--- src/rtl/mac_pkg.sv ---
// Shared constants and the saturating accumulate helper for the MAC family.
// Blocks narrower than SAT_MAX_W sign-extend into the helper and slice the result.
package mac_pkg;

  localparam int LANES_DEF  = 4;
  localparam int DATA_W_DEF = 8;
  localparam int ACC_W_DEF  = 32;
  localparam int unsigned SAT_MAX_W = 64;

  typedef struct packed {
    logic signed [SAT_MAX_W-1:0] value;
    logic                        ovf;
  } sat_res_t;

  // a and b must already lie in the signed acc_w range; value is sign-extended from acc_w bits.
  function automatic sat_res_t sat_add(input logic signed [SAT_MAX_W-1:0] a,
                                       input logic signed [SAT_MAX_W-1:0] b,
                                       input int unsigned                 acc_w,
                                       input logic                        saturate);
    logic signed [SAT_MAX_W:0]   one_w;
    logic signed [SAT_MAX_W:0]   top_bit;
    logic signed [SAT_MAX_W:0]   sum;
    logic signed [SAT_MAX_W:0]   max_v;
    logic signed [SAT_MAX_W:0]   min_v;
    logic signed [SAT_MAX_W-1:0] wrapped;
    int unsigned                 sh;
    sat_res_t                    res;
    one_w   = {{SAT_MAX_W{1'b0}}, 1'b1};
    top_bit = one_w <<< (acc_w - 1);
    max_v   = top_bit - one_w;
    min_v   = -top_bit;
    sum     = {a[SAT_MAX_W-1], a} + {b[SAT_MAX_W-1], b};
    sh      = SAT_MAX_W - acc_w;
    wrapped = sum[SAT_MAX_W-1:0] << sh;
    res.ovf = (sum > max_v) || (sum < min_v);
    if (res.ovf && saturate) begin
      res.value = sum[SAT_MAX_W] ? min_v[SAT_MAX_W-1:0] : max_v[SAT_MAX_W-1:0];
    end else begin
      res.value = wrapped >>> sh;
    end
    return res;
  endfunction

endpackage

--- src/rtl/mac_add_tree.sv ---
// Combinational signed reduction of LANES packed operands; the result width
// grows by clog2(LANES) so the sum can never overflow.
module mac_add_tree #(
  parameter  int LANES = 4,
  parameter  int IN_W  = 16,
  localparam int OUT_W = IN_W + $clog2(LANES)
) (
  input  logic [LANES*IN_W-1:0] operands_i,
  output logic signed [OUT_W-1:0] sum_o
);

  // Written as a chain; synthesis rebalances it into a tree.
  always_comb begin
    // NOTE: assign a default before any loop or branch so no path leaves the output unassigned (no latch).
    sum_o = '0;
    for (int i = 0; i < LANES; i++) begin
      sum_o = sum_o + OUT_W'(signed'(operands_i[i*IN_W +: IN_W]));
    end
  end

endmodule

--- src/rtl/mac_vec.sv ---
// Two-stage vector multiply-accumulate: S1 registers lane products, S2 reduces
// them and accumulates until a last beat, then presents the result valid/ready.
module mac_vec import mac_pkg::*; #(
  parameter int LANES    = LANES_DEF,
  parameter int DATA_W   = DATA_W_DEF,
  parameter int ACC_W    = ACC_W_DEF,
  parameter int SATURATE = 1
) (
  input  logic                    clk,
  input  logic                    rst,
  input  logic                    clear,
  input  logic                    in_valid,
  output logic                    in_ready,
  input  logic                    in_last,
  input  logic [LANES*DATA_W-1:0] in_a,
  input  logic [LANES*DATA_W-1:0] in_b,
  output logic                    out_valid,
  input  logic                    out_ready,
  output logic [ACC_W-1:0]        out_data,
  output logic                    out_overflow
);

  localparam int PROD_W = 2 * DATA_W;
  localparam int SUM_W  = PROD_W + $clog2(LANES);

  logic                          stall;
  logic                          accept;
  logic                          advance;
  logic [LANES*PROD_W-1:0]       prod_d;
  logic [LANES*PROD_W-1:0]       prod_q;
  logic                          s1_valid_q;
  logic                          s1_last_q;
  logic signed [SUM_W-1:0]       tree_sum;
  sat_res_t                      sum_res;
  logic                          unused_sat_bits;
  logic signed [ACC_W-1:0]       acc_q;
  logic                          ovf_q;
  logic [ACC_W-1:0]              out_data_q;
  logic                          out_ovf_q;
  logic                          out_valid_q;

  assign stall    = out_valid_q && !out_ready;
  assign in_ready = !rst && !clear && !stall;
  assign accept   = in_valid && in_ready;
  // S2 consumes the S1 beat this cycle; a clear discards it instead.
  assign advance  = s1_valid_q && !stall && !clear;

  always_comb begin
    prod_d = '0;
    for (int i = 0; i < LANES; i++) begin
      prod_d[i*PROD_W +: PROD_W] = PROD_W'(signed'(in_a[i*DATA_W +: DATA_W]))
                                 * PROD_W'(signed'(in_b[i*DATA_W +: DATA_W]));
    end
  end

  // NOTE: products and the last flag are qualified by s1_valid_q, so they need no reset.
  always_ff @(posedge clk) begin
    if (accept) begin
      prod_q    <= prod_d;
      s1_last_q <= in_last;
    end
  end

  always_ff @(posedge clk) begin
    // NOTE: sequential state uses non-blocking assignments so every register samples pre-edge values.
    if (rst || clear) begin
      s1_valid_q <= 1'b0;
    end else if (!stall) begin
      s1_valid_q <= accept;
    end
  end

  mac_add_tree #(
    .LANES (LANES),
    .IN_W  (PROD_W)
  ) u_tree (
    .operands_i (prod_q),
    .sum_o      (tree_sum)
  );

  always_comb begin
    sum_res = sat_add(SAT_MAX_W'(acc_q), SAT_MAX_W'(tree_sum), ACC_W, SATURATE != 0);
  end

  assign unused_sat_bits = ^sum_res.value;

  always_ff @(posedge clk) begin
    if (rst || clear) begin
      acc_q <= '0;
      ovf_q <= 1'b0;
    end else if (advance) begin
      if (s1_last_q) begin
        acc_q <= '0;
        ovf_q <= 1'b0;
      end else begin
        acc_q <= sum_res.value[ACC_W-1:0];
        ovf_q <= ovf_q | sum_res.ovf;
      end
    end
  end

  // Reloading on the same edge a result transfers keeps back-to-back results bubble-free.
  always_ff @(posedge clk) begin
    if (rst) begin
      out_valid_q <= 1'b0;
      out_data_q  <= '0;
      out_ovf_q   <= 1'b0;
    end else if (advance && s1_last_q) begin
      out_valid_q <= 1'b1;
      out_data_q  <= sum_res.value[ACC_W-1:0];
      out_ovf_q   <= ovf_q | sum_res.ovf;
    end else if (out_ready) begin
      out_valid_q <= 1'b0;
    end
  end

  assign out_valid    = out_valid_q;
  assign out_data     = out_data_q;
  assign out_overflow = out_ovf_q;

endmodule

--- config.mk ---
export PLATFORM = sky130hd
export DESIGN_NAME = mac_vec
export DESIGN_NICKNAME = d
export VERILOG_FILES = /design/src/rtl/mac_pkg.sv /design/src/rtl/mac_add_tree.sv /design/src/rtl/mac_vec.sv
export SDC_FILE = /design/constraint.sdc
export NUM_CORES = 1
export LEC_CHECK = 0
export ABC_AREA = 0
export BUFFER_PORTS_ARGS = -buffer_cell sky130_fd_sc_hd__buf_2
export CORE_MARGIN = 2
export CORE_UTILIZATION = 45
export CTS_CLUSTER_DIAMETER = 100
export CTS_CLUSTER_SIZE = 12
export DETAILED_ROUTE_END_ITERATION = 12
export GPL_TIMING_DRIVEN = 0
export MAX_ROUTING_LAYER = met4
export PLACE_DENSITY_LB_ADDON = 0.12
export SLEW_MARGIN = 20
export SYNTH_ARGS = -nofsm -noshare
export SYNTH_HDL_FRONTEND = slang
export SYNTH_SLANG_ARGS = --single-unit
--- constraint.sdc ---
create_clock -name clk -period 6.2 [get_ports clk]
set_input_delay 1.55 -clock clk [delete_from_list [all_inputs] [get_ports clk]]
set_output_delay 1.55 -clock clk [all_outputs]
set_load 0.05 [all_outputs]
==> impl_results.md <==
* All-Layer GR Usage at 0.2099
* Initial core utilization at 0.4587
* Syn Nets at about 2400
* Initial antenna violation count at 0
* Min-Delay Path Depth at 2
* Clock latency on the worst-skew pair at 0.43 ns
* Reg2Reg Depth at 20
* Core area at 38830 sq um
* Initial DRC Count at 496
* Max Buffers Root-to-Sink at 2
* Top cells by area, synth: fa_1 (32%), edfxtp_1 (11%), ha_1 (10%), inv_1 (9.8%), dfxtp_1 (7.6%)
* Reg-to-reg slack, setup at 0.46 ns
* Hold Crit Class: register to register
* Multi-input logic area at between 10000 and 15000 sq um
* Yosys warns at 0
* Status: finished, final reports clean
* Post-synth top area cell: fa_1
* Synth Register Bits at 133
* Vias in the first global route at 13420
* Top cell type's share of synthesized area at 0.3193
* Final nets at 2528
* Asr flop ratio synth at 0
* Setup bufs post-CTS at 0
* HPWL Detailed at 32550 microns
* Vias per inst at 4.947
* RR Endpoint: acc_q[13]$_SDFFE_PP0P_
* Peak fanout along the critical path at 15
* Synthesis-to-finish area growth at 10.12%
* Total die area at 41180 sq um
* Total gr overflow at 0
* Layout cell share with drive strength beyond 1 at 0.08636
* CP endpoint kind: register
* Post-Syn Instances at about 1900
* Netlist Area Pre-Place at around 18000 sq um
* Clock Skews at 0.01077 ns
* RSZ-0062 raised after global routing: false
* Routed WL at 38970 microns
* Die Span X at between 200 and 250 microns
* CTS clk-pin slew, worst paths at 0.07 ns
* Root buf cell: clkbuf_16
* CP Data Required Time at 6.50 ns
* Crit path from: prod_q[15]$_DFFE_PP_
* DR DRC count at 0
* # clock sinks at 133
* Detail Route Antenna Nets at 0
* WS Path Type: register to register
* I/O Pins at 105
* Max Slew Vio Count at 0
* Tightest Pin Transition at 1.034 ns
* Tmin final at 5.741 ns
* Min-delay src: out_data[18]$_SDFFE_PP0P_
* Worst Path Arrival at 6.04 ns
* Drt pass-1 iters at 6
* Reg-to-reg critical path startpoint: prod_q[15]$_DFFE_PP_
* Max frequency at 174.2 MHz
* Rel. slew slack at 0.3083
* PortBufs at 101
* Row count at 72
* Startpoint types: register
* Number of synthesized flops with an enable pin at 65
* Most frequent cells after synthesis: inv_1 (464), fa_1 (284), and2_1 (157), nand2_1 (152), ha_1 (149)
* Register Area at around 3300 sq um
* Max_cap viols at 0
* CTS tree: yes
* Global-route wire length before repair at 67120 microns
* Final hold viol count at 0
* Post-synth top flop: dfxtp_1
* Worst Hold Margin at 0.4460 ns
* Setup TNS at 0 ns
* Largest net degree at the start of global routing at 52
* Count leader, synth: inv_1
* Antenna Cells at 0
* Vias at 12650
* Chip height at 202.9 microns
* DR WL/cell at around 15 microns
* Unique cell type count in the Yosys netlist at between 70 and 80
* Gp weighted congestion at 0.8935
* Period utilisation layout at 0.9259
* Synth Area per Inst at a little over 9 sq um
* Fill cells at 3692
* WHS Endpoint: out_data[18]$_SDFFE_PP0P_
* Final setup fails at 0
* CTS buffer count at 17
* H-tree depth at 4
* Register area share after synthesis at 0.1860
-- state kept, by name, summed over array words and instances (netlist names) --
name          cells
out_valid         1
prod_q           64
s1_valid_q        1
out_overflow      1
acc_q            32
ovf_q             1
s1_last_q         1
out_data         32
-- logic make-up (layout without fill, tap and decap cells) --
logic type      after synthesis  in the layout  synth area share
compound gates              263            263           0.09808
simple gates                497            497            0.1420
mux                           3              3          0.001827
xor+xnor                     82             82           0.04033
buf+inv                     491            625            0.1065
fa+ha+maj                   435            435            0.4252
flops                       133            133            0.1860
-- worst max path at each step --
stage,to,slack (ns)
4_1_cts,out_data[14]$_SDFFE_PP0P_,0.50
5_1_grt,out_data[14]$_SDFFE_PP0P_,0.07
3_3_place_gp,prod_q[47]$_DFFE_PP_,0.09
3_5_place_dp,prod_q[47]$_DFFE_PP_,0.09
6_report,acc_q[13]$_SDFFE_PP0P_,0.46
2_1_floorplan,prod_q[47]$_DFFE_PP_,0.55
-- placed cells by master (no fill, tap or decap), types with 4 or more instances in the layout --
master,instances
a311oi_1,6
dfxtp_1,68
nor3_1,17
inv_1,463
xor2_1,14
o41a_1,4
o211ai_1,7
clkinv_4,4
nand2_1,152
clkbuf_16,17
and3_1,4
a211oi_1,5
o21ai_1,12
a31oi_1,6
or2_2,5
and2_1,157
o21bai_1,5
nor2_1,78
o21a_1,17
a21boi_0,8
fa_1,284
xnor2_1,68
nand3_1,11
edfxtp_1,65
o311a_1,4
a21o_1,26
buf_2,106
nand2b_1,44
nand4_1,7
clkbuf_1,13
buf_6,5
ha_1,149
clkinvlp_4,5
a21oi_1,54
nor2b_1,7
o21ai_0,70
-- critical path, stage by stage (launching register included) --
cell	delay, ns
edfxtp_1	0.32
inv_1	0.09
fa_1	0.56
inv_1	0.09
fa_1	0.64
clkinvlp_4	0.52
fa_1	0.73
inv_1	0.05
ha_1	0.37
and3_1	0.24
a22oi_2	0.23
a31oi_1	0.15
a311oi_1	0.38
o21ai_2	0.11
xor2_1	0.19
buf_6	0.17
and3_4	0.18
buf_6	0.14
buf_6	0.14
a21oi_1	0.22
o21ai_1	0.08
-- what timing repair did --
item	CTS	global route
setup endpoints to repair	0	61
hold buffers	0	0
resized for setup	0	1
-- layer usage --
| metal | track usage | share of wire | up-vias |
|---|---|---|---|
| met3 | 0.02327 | 0.028 | 28 |
| met2 | 0.3552 | 0.49 | 182 |
| li1 | - | - | 6140 |
| met5 | - | 0 | - |
| met1 | 0.2749 | 0.47 | 6295 |
| met4 | 0.04093 | 0.014 | 0 |
-- cell type report --
cell class	count	area share
Buffer	27	0.007912
Clock buffer	17	0.02169
Clock inverter	15	0.009252
Inverter	464	0.08901
Multi-Input combinational cell	1280	0.6429
Sequential cell	133	0.1690
Tap cell	518	0.03305
Timing Repair Buffer	102	0.02718
-- per-stage QoR --
| stage | setup slack [ns] | instance area (sq um) | std cells | util |
|---|---|---|---|---|
| after floorplan | 0.5461 | 17810 | 1904 | - |
| after global placement | 0.08972 | 18960 | 2523 | 0.4884 |
| after detailed placement | 0.08651 | 19000 | 2524 | 0.4893 |
| after CTS | 0.5002 | 19610 | 2556 | 0.5050 |
| after global routing | 0.06726 | 19610 | 2556 | 0.5051 |
| final | 0.4594 | 19610 | 2556 | 0.5051 |
Power is left out: the tool's default activity adds up to more than one toggle a clock period on the data nets, which glitch-free logic cannot reach.
